### config.mk
export PLATFORM = sky130hd
export DESIGN_NAME = ram_frame_loader
export DESIGN_NICKNAME = d
export VERILOG_FILES = /design/src/rtl/ram_frame_loader.sv
export SDC_FILE = /design/constraint.sdc
export NUM_CORES = 1
export LEC_CHECK = 0
export ABC_AREA = 1
export BUFFER_PORTS_ARGS = -buffer_cell sky130_fd_sc_hd__buf_2
export CORE_ASPECT_RATIO = 1.2
export CORE_MARGIN = 3
export CORE_UTILIZATION = 55
export CTS_CLUSTER_DIAMETER = 50
export DETAILED_ROUTE_END_ITERATION = 10
export HOLD_SLACK_MARGIN = 0.08
export PLACE_DENSITY = 0.75
export SLEW_MARGIN = 0
export SYNTH_ARGS = -nofsm -noshare
export SYNTH_HDL_FRONTEND = slang
export SYNTH_SLANG_ARGS = --single-unit
export TNS_END_PERCENT = 50
### constraint.sdc
create_clock -name clk -period 4.8 [get_ports clk]
set_clock_uncertainty 0.05 [all_clocks]
set_input_delay 0.96 -clock clk [delete_from_list [all_inputs] [get_ports clk]]
set_output_delay 0.96 -clock clk [all_outputs]
set_load 0.03 [all_outputs]
### src/rtl/ram_frame_loader.sv
// ram_frame_loader: UART byte stream to parameter RAM sequencer.
// Parses AA + payload + checksum frames and commits good frames.
module ram_frame_loader #(
    parameter int         NUM_BYTES   = 113,
    parameter logic [7:0] HDR_BYTE    = 8'hAA,
    parameter int         TIMEOUT_CYC = 500000
) (
    input  logic       clk,
    input  logic       rst_n,
    input  logic [7:0] rx_data,
    input  logic       rx_valid,
    output logic [7:0] ram_din,
    output logic [7:0] ram_w_addr,
    output logic       ram_write,
    output logic       ram_read,
    output logic       busy,
    output logic       frame_ok,
    output logic       frame_err,
    output logic [1:0] err_code
);

    localparam int CW = $clog2(NUM_BYTES);
    localparam int TW = $clog2(TIMEOUT_CYC + 1);

    localparam logic [CW-1:0] LAST_CNT = CW'(NUM_BYTES - 1);
    localparam logic [7:0]    TOP_ADDR = 8'(NUM_BYTES - 1);
    localparam logic [TW-1:0] TMO_LAST = TW'(TIMEOUT_CYC - 1);

    localparam logic [1:0] S_IDLE   = 2'd0;
    localparam logic [1:0] S_LOAD   = 2'd1;
    localparam logic [1:0] S_CHECK  = 2'd2;
    localparam logic [1:0] S_COMMIT = 2'd3;

    localparam logic [1:0] ERR_SUM = 2'b01;
    localparam logic [1:0] ERR_TMO = 2'b10;

    logic [1:0]    state;
    logic [1:0]    state_nx;
    logic [CW-1:0] cnt;
    logic [7:0]    sum;
    logic [TW-1:0] timer;
    logic          commit_ph;

    logic hdr_hit;
    logic in_frame;
    logic load_acc;
    logic last_acc;
    logic chk_acc;
    logic sum_ok;
    logic tmo;
    logic commit_go;

    // Per-cycle events derived from the current state and Rx strobe.
    assign hdr_hit   = (state == S_IDLE) && rx_valid && (rx_data == HDR_BYTE);
    assign in_frame  = (state == S_LOAD) || (state == S_CHECK);
    assign load_acc  = (state == S_LOAD) && rx_valid;
    assign last_acc  = load_acc && (cnt == LAST_CNT);
    assign chk_acc   = (state == S_CHECK) && rx_valid;
    assign sum_ok    = (rx_data == sum);
    assign tmo       = in_frame && !rx_valid && (timer == TMO_LAST);
    assign commit_go = chk_acc && sum_ok;
    assign busy      = (state != S_IDLE);

    // Next-state selection; an arriving byte always beats the timeout.
    always_comb begin
        state_nx = state;
        unique case (state)
            S_IDLE: begin
                if (hdr_hit) state_nx = S_LOAD;
            end
            S_LOAD: begin
                if (tmo)           state_nx = S_IDLE;
                else if (last_acc) state_nx = S_CHECK;
            end
            S_CHECK: begin
                if (tmo)          state_nx = S_IDLE;
                else if (chk_acc) state_nx = sum_ok ? S_COMMIT : S_IDLE;
            end
            S_COMMIT: begin
                if (commit_ph) state_nx = S_IDLE;
            end
            default: state_nx = S_IDLE;
        endcase
    end

    // State register.
    always_ff @(posedge clk or negedge rst_n) begin
        if (!rst_n) state <= S_IDLE;
        else        state <= state_nx;
    end

    // Payload byte counter and running 8-bit checksum.
    always_ff @(posedge clk or negedge rst_n) begin
        if (!rst_n) begin
            cnt <= '0;
            sum <= '0;
        end else if (hdr_hit) begin
            cnt <= '0;
            sum <= '0;
        end else if (load_acc) begin
            cnt <= cnt + CW'(1);
            sum <= sum + rx_data;
        end
    end

    // Inter-byte silence timer, only live inside a frame.
    always_ff @(posedge clk or negedge rst_n) begin
        if (!rst_n)                         timer <= '0;
        else if (!in_frame || rx_valid || tmo) timer <= '0;
        else                                timer <= timer + TW'(1);
    end

    // RAM write port: payload is stored top address first.
    always_ff @(posedge clk or negedge rst_n) begin
        if (!rst_n) begin
            ram_write  <= 1'b0;
            ram_w_addr <= '0;
            ram_din    <= '0;
        end else begin
            ram_write <= load_acc;
            if (load_acc) begin
                ram_w_addr <= TOP_ADDR - 8'(cnt);
                ram_din    <= rx_data;
            end
        end
    end

    // Commit: two-cycle read strobe, frame_ok on the first cycle.
    always_ff @(posedge clk or negedge rst_n) begin
        if (!rst_n) begin
            commit_ph <= 1'b0;
            ram_read  <= 1'b0;
            frame_ok  <= 1'b0;
        end else begin
            commit_ph <= (state == S_COMMIT) && !commit_ph;
            ram_read  <= commit_go || ((state == S_COMMIT) && !commit_ph);
            frame_ok  <= commit_go;
        end
    end

    // Rejection pulse and sticky cause code.
    always_ff @(posedge clk or negedge rst_n) begin
        if (!rst_n) begin
            frame_err <= 1'b0;
            err_code  <= 2'b00;
        end else begin
            frame_err <= tmo || (chk_acc && !sum_ok);
            if (tmo)                    err_code <= ERR_TMO;
            else if (chk_acc && !sum_ok) err_code <= ERR_SUM;
        end
    end

endmodule

# == After elaboration in Yosys (flattened, before gate mapping) ==
# Cells that the tools add are included.
# word_totals
regBits,59
wordCells,66
inputBits,11
# op_classes
add_sub_neg,4
reduce_logical,24
muxes,15
eq_ne,11
# ops
op,count
$add A19 B1 Y19 const B,1
$eq A19 B19 Y1 const B,1
$mux W19,1
$mux W2,9
$mux W8,2
$mux W7,2
$logic_and A1 B1 Y1,10
$add A8 B8 Y8,1
$eq A8 B8 Y1,1
$eq A8 B8 Y1 const B,1
$pmux W2 S4,1
$sub A7 B7 Y8 const A,1
$add A7 B1 Y7 const B,1
$eq A7 B7 Y1 const B,1
$ne A3 B3 Y1 const B,2
$reduce_bool A2 Y1,3
$logic_or A1 B1 Y1,5
$eq A2 B2 Y1 const B,2
$logic_not A1 Y1,4
$ne A2 B2 Y1 const B,2
$reduce_and A4 Y1,1
$eq A2 B1 Y1 const B,1
$logic_not A2 Y1,1

# == Logic depth before layout (Yosys ltp) ==
# Gate-level depths: netlist of the first run.
# logic_depth
ltp_word,6
depth_mapped,11
depth_no_buf,11

# == Worst setup path after synthesis of the first run ==
# Ideal clock, no wire load.
# synth_path
path_kind,in2reg
from,in rx_data[0]
to,reg sum[6]
stages,6
path_buffers,0
required_time_ps,4627
t_arrival_ps,1939
setup_slack_ps,2688
path_cell_list,ha_1 fa_1 nand4_1 nand3_1 o21ai_0 nand2_1
# synth_between
elab_chain_len,3
# synth_rtl
element,line,source
from (decl),10,"input logic [7:0] rx_data,"
$add A8 B8 Y8 / $eq A8 B8 Y1 (equally long branches),"102, 54",
$mux W8 / $logic_and A1 B1 Y1 (equally long branches),"100, 54",
$mux W8 / $reduce_bool A2 Y1 (equally long branches),-,
to (signal assigned),102,sum <= sum + rx_data;
to (decl),40,logic [7:0] sum;
# Several ways; a longest one is shown, not always the timed one. The select of a mux whose other input is x is not followed.
# A chain may end at the register's enable or synchronous reset.

# == Final worst setup path of the first run ==
# layout_path
from,reg state[0]
to,out busy
# layout_between
elab_chain_len,1
# layout_rtl
element,line,source
from (decl),37,logic [1:0] state;
from (signal assigned),89,else state <= state_nx;
$reduce_bool A2 Y1,62,assign busy = (state != S_IDLE);
to (decl),16,"output logic busy,"
# No other way between the ends.

==> Flow_metrics.wiki, run 1 <==
{| class="wikitable"
! Metric !! Value
|-
| Final setup violation count || 0
|-
| Last weighted congestion value of the routability-driven placer || 0.913
|-
| Vias in the first global route || 2744
|-
| I/O pin cnt || 34
|-
| Post-synth top flop || dfrtp_1
|-
| Number of warnings reported in the yosys synthesis log || 0
|-
| Post-CTS Hold Buffers || 0
|-
| Vias post-DR || 2763
|-
| Clock tree root driver cell || clkbuf_8
|-
| Gr ovfl total || 0
|-
| Post-route worst hold slack || 0.425 ns
|-
| Net count after synthesis || 432
|-
| FMAX || 415 MHz
|-
| Std-Cell Core Area || 5480 µm²
|-
| Data required time at the worst endpoint || 3.79 ns
|-
| TritonCTS clock tree || built
|-
| WS Path Type || reg2out
|-
| Synth Cell Area || 3220 µm²
|-
| Number of design-rule violations left by the first detailed-router iteration || 132
|-
| PwrDens || 567 nW/µm²
|-
| VDD IR max || 375 µV
|-
| Routed via count divided by cell count || 5.22
|-
| Total Routed Length || 6890 µm
|-
| Cell variety after synth || 36
|-
| Avg Cell Area, Syn || 7.96 µm²
|-
| Level count of the clock H-tree || 3
|-
| Die Span X || 75.9 µm
|-
| Worst r2r path cells || 11
|-
| Slew at the pin closest to its max-slew limit || 0.720 ns
|-
| Max cap viols || 0
|-
| Antenna-violating nets left || 0
|-
| Fraction of layout instances using a drive strength above 1 || 16.2%
|-
| Cell Count Post-Placement || 513
|-
| Setup Total Neg Slack || 0 ns
|-
| Setup repair after global routing missed its margin || false
|-
| Clock buffers created by TritonCTS || 9
|-
| Setup Buffers After CTS || 0
|-
| Worst reg-to-reg setup slack || 2.53 ns
|-
| Number of hold violations in the final report || 0
|-
| Clock slew at reported path FFs || 0.07 ns
|-
| Post-layout total power || 0.00208 W
|-
| GRT Resource Usage Total || 22.5%
|-
| Antenna cell count || 0
|-
| Worst min-delay path endpoint || commit_ph
|-
| First-pass iteration count of the detailed router || 4
|-
| Run status || complete, no violations
|-
| HP Class || reg2reg
|-
| Clk sink count || 59
|-
| Number of antenna violations at the first check in global routing || 0
|-
| Max-slew headroom at the worst pin || 52.0%
|-
| Fraction of the yosys area taken by sequential cells || 45.8%
|-
| Largest net degree at the start of global routing || 60
|-
| Instance count of the mapped netlist || 405
|-
| Deepest clock path buffer count || 2
|-
| Crit share post-route || 50.1%
|-
| Register bit count reported by yosys || 59
|-
| Wire per inst || 13.0 µm
|-
| Buffers on Ports || 33
|-
| Cell leakage power || 1.84 nW
|-
| Floorplan die area || 6820 µm²
|-
| Minimum period implied by the final worst setup slack || 2.41 ns
|-
| Cts repair resizes || 0
|-
| Layout Utilization || 67.0%
|-
| Site Rows || 29
|-
| Worst R2R Start || state[1]
|-
| Number of enable-type register cells in the synthesized netlist || 0
|-
| Effective utilization at floorplan || 58.8%
|-
| Clock latency of the later-clocked register in the worst-skew pair || 0.34 ns
|-
| Non-Filler Instances || 529
|-
| Net count, final || 474
|-
| Count of pins over their slew limit || 0
|-
| Startpoint class of the critical path || register
|-
| Fraction of registers with async set or reset after synthesis || 100%
|-
| Capturing element type of the critical path || primary output
|-
| Peak fanout along the critical path || 4
|-
| Vert. Die Dim || 89.9 µm
|-
| Launch point of the worst hold path || commit_ph
|-
| Worst hold stages || 1
|-
| Detailed-placement wirelength estimate || 4990 µm
|-
| First-pass GRT wire length || 11900 µm
|-
| Destination of the worst register-to-register timing path || state[1]
|-
| Arrival time reported for the critical path endpoint || 1.40 ns
|-
| Signed area change from the synthesized netlist to the final layout || 14.0%
|-
| Number of remaining DRC errors || 0
|}
==> cell usage after synthesis, types with 2 or more instances <==
cell      number  area [µm²]
a21oi_1       24         120
clkbuf_1       2        7.51
dfrtp_1       59        1480
ha_1          15         188
inv_1         51         191
inv_2          4        15.0
nand2_1      107         402
nand2_2        4        25.0
nand3_1       14        70.1
nand3_2        6        60.1
nand3b_1       2        15.0
nand4_1        3        18.8
nor2_1        46         173
nor2_2         4        25.0
nor3_1        11        55.1
o21ai_0       27         135
xnor2_1        3        26.3
xor2_1         5        43.8
==> layer usage <==
metal	routed length [µm]	up-vias	track usage (%)
li1	-	1379	-
met1	2930	1296	28.2
met2	3430	73	35.1
met3	377	15	5.58
met4	157	0	11.5
met5	0	-	0
==> cell usage in the layout (no fill, tap or decap), types with 2 or more instances in the layout <==
master    instances
nand3_1          14
ha_1             15
xnor2_1           3
nand2_1         107
nand3_2           6
nand4_1           3
nor2_2            4
nor3_1           11
dfrtp_1          59
clkinv_2          3
inv_1            51
inv_2             4
o21ai_0          27
a21oi_1          24
clkbuf_8         10
nand2_2           4
buf_2            33
nand3b_1          2
nor2_1           46
xor2_1            5
==> per-stage QoR <==
stage          cell area (µm²)  setup slack [ns]
2_1_floorplan             3220              2.69
3_3_place_gp              3480              2.29
3_5_place_dp              3480              2.21
4_1_cts                   3670              2.37
5_1_grt                   3670              2.25
6_report                  3670              2.39
==> worst max-delay path: stages (launching register included) <==
cell	delay, ns
dfrtp_1	0.43
inv_1	0.12
ha_1	0.28
inv_1	0.05
buf_2	0.17
==> report_power, final <==
group,switching (W),internal (W)
combinational,0.000590,0.000289
sequential,0.000112,0.000643
clock,0.000198,0.000251
==> logic make-up after synthesis <==
kind of cell    share of synthesized area (%)
simple gates                             28.5
compound gates                           9.98
flops                                    45.8
buf+inv                                  6.79
fa+ha+maj                                6.44
xor+xnor                                 2.17
mux                                     0.311
==> worst max-delay path by stage <==
stage          endpoint  cells after the start  slack [ns]        from
3_3_place_gp   state[0]                     10        2.29    rx_valid
2_1_floorplan    sum[6]                      6        2.69  rx_data[0]
4_1_cts            busy                      4        2.37    state[1]
6_report           busy                      4        2.39    state[0]
5_1_grt        state[1]                     11        2.25    state[1]
3_5_place_dp   state[1]                     10        2.21    rx_valid
==> area by class of cell <==
cell class	count	area, µm²
sequential	59	1480
multi-input combinational	288	1530
tap	77	96.3
inverter	55	206
fill	462	1810
timing repair buffer	34	173
clock inverter	5	52.6
clock buffer	11	141
==> flip-flops by register name (all words and copies together) (netlist names), 2 cells and up <==
name,count
timer,19
state,2
cnt,7
ram_w_addr,8
err_code,2
ram_din,8
sum,8
No activity file was read; power rests on OpenSTA's default activity.
==> run 2: changes to the inputs <==
--- a/config.mk
+++ b/config.mk
@@ -5,15 +5,15 @@
 export SDC_FILE = /design/constraint.sdc
 export NUM_CORES = 1
 export LEC_CHECK = 0
-export ABC_AREA = 1
+export ABC_AREA = 0
 export BUFFER_PORTS_ARGS = -buffer_cell sky130_fd_sc_hd__buf_2
 export CORE_ASPECT_RATIO = 1.2
 export CORE_MARGIN = 3
-export CORE_UTILIZATION = 55
+export CORE_UTILIZATION = 53
 export CTS_CLUSTER_DIAMETER = 50
 export DETAILED_ROUTE_END_ITERATION = 10
 export HOLD_SLACK_MARGIN = 0.08
-export PLACE_DENSITY = 0.75
+export PLACE_DENSITY = 0.76
 export SLEW_MARGIN = 0
 export SYNTH_ARGS = -nofsm -noshare
 export SYNTH_HDL_FRONTEND = slang
==> constraint.sdc (replaced) <==
create_clock -name clk -period 2 [get_ports clk]
set_clock_uncertainty 0.05 [all_clocks]
set_input_delay 0.4 -clock clk [delete_from_list [all_inputs] [get_ports clk]]
set_output_delay 0.4 -clock clk [all_outputs]
set_load 0.03 [all_outputs]
==> Flow_metrics.wiki, run 2 <==
{| class="wikitable"
! Metric !! Value
|-
| Effective utilization at floorplan || 56.6%
|-
| Setup WS post-layout || 0.0801 ns
|-
| Wire per inst || 14.2 µm
|-
| Signed area change from the synthesized netlist to the final layout || 18.8%
|-
| Clk sink count || 59
|-
| Number of buffer and inverter stages on the critical path || 0
|-
| Clock latency of the later-clocked register in the worst-skew pair || 0.34 ns
|-
| Fraction of layout instances using a drive strength above 1 || 22.6%
|-
| Capturing element type of the critical path || register
|-
| Cell variety after synth || 59
|-
| Detailed-placement wirelength estimate || 4450 µm
|-
| Vias post-DR || 2391
|-
| Crit share post-route || 96.0%
|-
| Data required time at the worst endpoint || 2.21 ns
|-
| Instance count of the mapped netlist || 316
|-
| Cell leakage power || 1.79 nW
|-
| Startpoint class of the critical path || register
|-
| WS Path Type || reg2reg
|-
| Arrival time reported for the critical path endpoint || 2.13 ns
|-
| Vert. Die Dim || 89.8 µm
|-
| Synth Cell Area || 3100 µm²
|-
| Avg Cell Area, Syn || 9.82 µm²
|-
| Fraction of the yosys area taken by sequential cells || 47.6%
|-
| Floorplan die area || 6810 µm²
|-
| Clock tree root driver cell || clkbuf_8
|-
| Last weighted congestion value of the routability-driven placer || 0.896
|-
| Delay of the slowest critical-path stage || 0.41 ns
|-
| Max cap viols || 0
|-
| Peak fanout along the critical path || 3
|-
| Level count of the clock H-tree || 3
|-
| I/O pin cnt || 34
|-
| Slew at the pin closest to its max-slew limit || 0.555 ns
|-
| Site Rows || 29
|-
| Number of remaining DRC errors || 0
|-
| Fraction of registers with async set or reset after synthesis || 100%
|-
| Cell type of the slowest stage on the worst timing path || dfrtp_1
|-
| Number of hold violations in the final report || 0
|-
| Gr ovfl total || 0
|-
| Count of pins over their slew limit || 0
|-
| Number of design-rule violations left by the first detailed-router iteration || 146
|-
| HP Class || in2reg
|-
| Register bit count reported by yosys || 59
|-
| Final setup violation count || 0
|-
| Number of enable-type register cells in the synthesized netlist || 0
|-
| Fraction of post-synthesis cell area in the top cell type by area || 47.6%
|-
| Vias in the first global route || 2416
|-
| TritonCTS clock tree || built
|-
| Net count, final || 391
|-
| FMAX || 521 MHz
|-
| Antenna cell count || 0
|-
| Total non-filler cell area in the finished layout || 3690 µm²
|-
| Clock slew at reported path FFs || 0.06 ns
|-
| Largest delay contributor family on the critical path || compound AO/OA/AOI/OAI gates
|-
| Max-slew headroom at the worst pin || 62.7%
|-
| Net count after synthesis || 343
|-
| Die Span X || 75.9 µm
|-
| Flip-flop count of the largest register after layout || 19
|-
| Largest net degree at the start of global routing || 39
|-
| Area after DPL || 3410 µm²
|-
| Number of warnings reported in the yosys synthesis log || 0
|-
| First-pass GRT wire length || 10800 µm
|-
| Std-Cell Core Area || 5480 µm²
|-
| Post-layout total power || 0.00509 W
|-
| PwrDens || 1380 nW/µm²
|-
| Number of antenna violations at the first check in global routing || 0
|-
| Total Routed Length || 6330 µm
|-
| FILL cells || 427
|-
| Buffers on Ports || 33
|-
| First-pass iteration count of the detailed router || 4
|-
| GRT Resource Usage Total || 20.3%
|-
| Deepest clock path buffer count || 2
|-
| Minimum period implied by the final worst setup slack || 1.92 ns
|-
| Run status || complete, no violations
|-
| Register ranked first by flip-flop count || timer
|-
| VDD IR max || 883 µV
|-
| Leading cell types in the layout, fill and taps excluded || nand2_1, dfrtp_1, buf_2
|-
| Pre-CTS setup slack || -0.0713 ns
|-
| Clock buffers created by TritonCTS || 9
|-
| Crit-path cells || ha_1 > a21o_1 > a31o_4 > a2111oi_4 > a41oi_1 > a31oi_1
|-
| Post-synth top flop || dfrtp_1
|-
| Most numerous cell types in the synthesized netlist || dfrtp_1, nand2_1, nor2_1, xnor2_1, nand3_1
|-
| Top cell type by total area after synthesis || dfrtp_1
|-
| Antenna-violating nets left || 0
|-
| Routed via count divided by cell count || 5.37
|-
| Largest cells by area after synthesis || dfrtp_1, nand2_1, ha_1
|}
-- run 2: final timing paths --
path | start | endpoint | slack, ns | cells past startpoint
setup reg to reg | sum[1] | sum[5] | 0.08 | 6
min in group asynchronous | rst_n | frame_ok | 0.53 | 2
hold reg to reg | commit_ph | commit_ph | 0.39 | 1
max in group asynchronous | rst_n | cnt[5] | 0.80 | 3
setup / recovery | sum[1] | sum[5] | 0.08 | 6
hold / removal | rx_data[4] | ram_din[4] | 0.24 | 3
-- run 2: area by class of cell --
class                           count  area [µm²]  area share, %
Tap cell                           77        96.3           2.61
Sequential cell                    59        1480           40.0
Clock buffer                       14         183           4.95
Clock inverter                      1        30.0          0.814
Inverter                           10        37.5           1.02
Timing Repair Buffer               46         278           7.53
Multi-Input combinational cell    238        1590           43.0
-- run 2: power breakdown --
group	switching, W	internal, W
logic	0.00134	0.000850
registers	0.000229	0.00152
clock network	0.000444	0.000705
-- run 2: logic make-up after synthesis --
logic type,count (synthesis),share of synthesized area [%]
adder cells (fa/ha/maj),16,6.69
multiplexers,2,0.645
AO/OA/AOI/OAI,36,8.19
buffers and inverters,19,2.70
flip-flops,59,47.6
AND/OR/NAND/NOR,154,25.7
XOR/XNOR,30,8.47
-- run 2: what timing repair did --
item                                    4_1_cts  5_1_grt
endpoints found under the setup margin        0       12
hold endpoints to repair                     21        0
hold buffers                                  1        0
resized for setup                             0        7
setup buffers                                 0        1
-- run 2: tightest hold or removal path, cell delays in order --
cell and delay [ns]:
buf_2 0.10, nand2_1 0.05, nand2_1 0.05
-- run 2: routing by layer --
layer	up-vias	wire, µm	GRT usage, %
li1	1178	-	-
met1	1144	2770	25.6
met2	53	3120	31.1
met3	16	261	5.47
met4	0	179	10.3
met5	-	0	0
-- run 2: stage by stage --
stage               utilization, %  std cells  setup TNS, ns  hold slack [ns]
detailed placement            62.3        428         -0.164            0.363
finish                        67.3        445              0            0.241
global placement              62.3        428        -0.0443            0.355
floorplan                        -        316              0           0.0544
CTS                           66.4        444              0            0.225
global route                  67.3        445       -0.00646            0.249
==> run 3: changes to the inputs <==
--- a/config.mk
+++ b/config.mk
@@ -10,6 +10,7 @@
 export CORE_ASPECT_RATIO = 1.2
 export CORE_MARGIN = 3
 export CORE_UTILIZATION = 53
+export CTS_BUF_LIST = sky130_fd_sc_hd__clkbuf_16
 export CTS_CLUSTER_DIAMETER = 50
 export DETAILED_ROUTE_END_ITERATION = 10
 export HOLD_SLACK_MARGIN = 0.08
==> Flow_metrics.wiki, run 3 (synthesis results as in run 2) <==
{| class="wikitable"
! Metric !! Value
|-
| Cell type of the slowest stage on the worst timing path || dfrtp_1
|-
| Vias in the first global route || 2426
|-
| Worst reg-to-reg setup slack || 0.07 ns
|-
| Launch point of the worst hold path || rx_data[4]
|-
| Number of hold violations in the final report || 0
|-
| Last weighted congestion value of the routability-driven placer || 0.896
|-
| VDD IR max || 933 µV
|-
| Gr ovfl total || 0
|-
| Antenna-violating nets left || 0
|-
| I/O pin cnt || 34
|-
| Worst r2r path cells || 7
|-
| Worst Setup SP || sum[1]
|-
| Layout Utilization || 68.4%
|-
| Max-slew headroom at the worst pin || 63.9%
|-
| Peak fanout along the critical path || 3
|-
| Delay of the slowest critical-path stage || 0.42 ns
|-
| Worst hold stages || 3
|-
| Final setup violation count || 0
|-
| Effective utilization at floorplan || 56.6%
|-
| Std-Cell Core Area || 5480 µm²
|-
| Area after DPL || 3410 µm²
|-
| Largest delay contributor family on the critical path || compound AO/OA/AOI/OAI gates
|-
| Signed area change from the synthesized netlist to the final layout || 20.8%
|-
| First-pass iteration count of the detailed router || 4
|-
| Slew at the pin closest to its max-slew limit || 0.537 ns
|-
| Worst min-delay path endpoint || ram_din[4]
|-
| Total non-filler cell area in the finished layout || 3750 µm²
|-
| TritonCTS clock tree || built
|-
| Crit-path cells || buf_4 > fa_1 > a211oi_1 > o21bai_1 > a21oi_1 > or4_1 > nand3_1
|-
| Die Span X || 75.9 µm
|-
| Largest net degree at the start of global routing || 39
|-
| Destination of the worst register-to-register timing path || sum[6]
|-
| FILL cells || 412
|-
| Post-layout total power || 0.00535 W
|-
| Clk sink count || 59
|-
| Clock latency of the later-clocked register in the worst-skew pair || 0.32 ns
|-
| Pre-CTS setup slack || -0.0713 ns
|-
| Number of buffer and inverter stages on the critical path || 1
|-
| Wire per inst || 14.3 µm
|-
| Worst R2R Start || sum[1]
|-
| Routed via count divided by cell count || 5.36
|-
| GRT Resource Usage Total || 20.6%
|-
| FMAX || 518 MHz
|-
| Leading cell types in the layout, fill and taps excluded || nand2_1, dfrtp_1, buf_2
|-
| Level count of the clock H-tree || 3
|-
| Arrival time reported for the critical path endpoint || 2.08 ns
|-
| Capturing element type of the critical path || register
|-
| Deepest clock path buffer count || 2
|-
| Register ranked first by flip-flop count || timer
|-
| Antenna cell count || 0
|-
| Run status || complete, no violations
|-
| Number of design-rule violations left by the first detailed-router iteration || 107
|-
| Total Routed Length || 6350 µm
|-
| Number of antenna violations at the first check in global routing || 0
|-
| Fraction of layout instances using a drive strength above 1 || 21.2%
|-
| HP Class || in2reg
|-
| Setup WS post-layout || 0.0696 ns
|-
| Number of remaining DRC errors || 0
|-
| Count of pins over their slew limit || 0
|-
| Vert. Die Dim || 89.8 µm
|-
| Net count, final || 391
|-
| First-pass GRT wire length || 11000 µm
|-
| Floorplan die area || 6810 µm²
|-
| Clock tree root driver cell || clkbuf_16
|-
| Detailed-placement wirelength estimate || 4450 µm
|-
| PwrDens || 1430 nW/µm²
|-
| Data required time at the worst endpoint || 2.15 ns
|-
| Clock slew at reported path FFs || 0.05 ns
|-
| WS Path Type || reg2reg
|-
| Startpoint class of the critical path || register
|-
| Crit share post-route || 96.5%
|-
| Clock buffers created by TritonCTS || 9
|-
| Minimum period implied by the final worst setup slack || 1.93 ns
|-
| Vias post-DR || 2384
|-
| Cell leakage power || 1.81 nW
|-
| Flip-flop count of the largest register after layout || 19
|-
| Buffers on Ports || 33
|-
| Site Rows || 29
|-
| Max cap viols || 0
|}
==> run 3: worst reg2reg max path, delay by kind of cell (launching register included) <==
family | cells | cell delay [ns]
AOI/OAI and AO/OA | 3 | 0.58
adders and majority gates | 1 | 0.42
buffers and inverters | 1 | 0.16
DFF | 1 | 0.42
and+or+nand+nor | 2 | 0.19
==> run 3: through the flow <==
stage | TNS (ns) | hold WS, ns | std cells
floorplan | 0 | 0.0544 | 316
global placement | -0.0443 | 0.355 | 428
detailed placement | -0.164 | 0.363 | 428
CTS | 0 | 0.253 | 444
global route | -0.00680 | 0.276 | 445
finish | 0 | 0.259 | 445
==> run 3: worst max path at each step <==
stage / to / slack (ns) / cells after the start
global route: sum[6] / -0.007 / 7
detailed placement: sum[5] / -0.07 / 7
floorplan: sum[6] / 0.13 / 7
finish: sum[6] / 0.07 / 7
global placement: sum[6] / -0.04 / 8
CTS: sum[5] / 0.02 / 6
==> run 3: what timing repair did <==
action	CTS	global route
resized for setup	0	6
setup buffers	0	1
endpoints found under the hold margin	21	0
setup endpoints to repair	1	12
hold buffers	1	0
pin swaps	1	2
==> run 3: area by class of cell <==
cell class	instances	area (µm²)	share of cell area, %
clock buffers	9	225	6.01
clock inverters	6	48.8	1.30
inverters	10	37.5	1.00
multi-input cells	238	1590	42.3
flip-flops and latches	59	1480	39.4
well taps	77	96.3	2.57
repair buffers	46	278	7.41
==> run 3: metal layers <==
| layer | vias up | GRT usage (%) | part of all wire, % |
|---|---|---|---|
| met4 | 0 | 8.89 | 2.0 |
| li1 | 1181 | - | - |
| met3 | 14 | 5.69 | 3.8 |
| met2 | 54 | 32.6 | 51 |
| met1 | 1135 | 25.7 | 43 |
| met5 | - | 0 | 0 |
==> run 3: power breakdown <==
group / internal [W] / switching, W / total [W]
sequential: 0.00152 / 0.000231 / 0.00176
clock: 0.000932 / 0.000486 / 0.00142
combinational: 0.000846 / 0.00133 / 0.00217
total: 0.00330 / 0.00204 / 0.00535
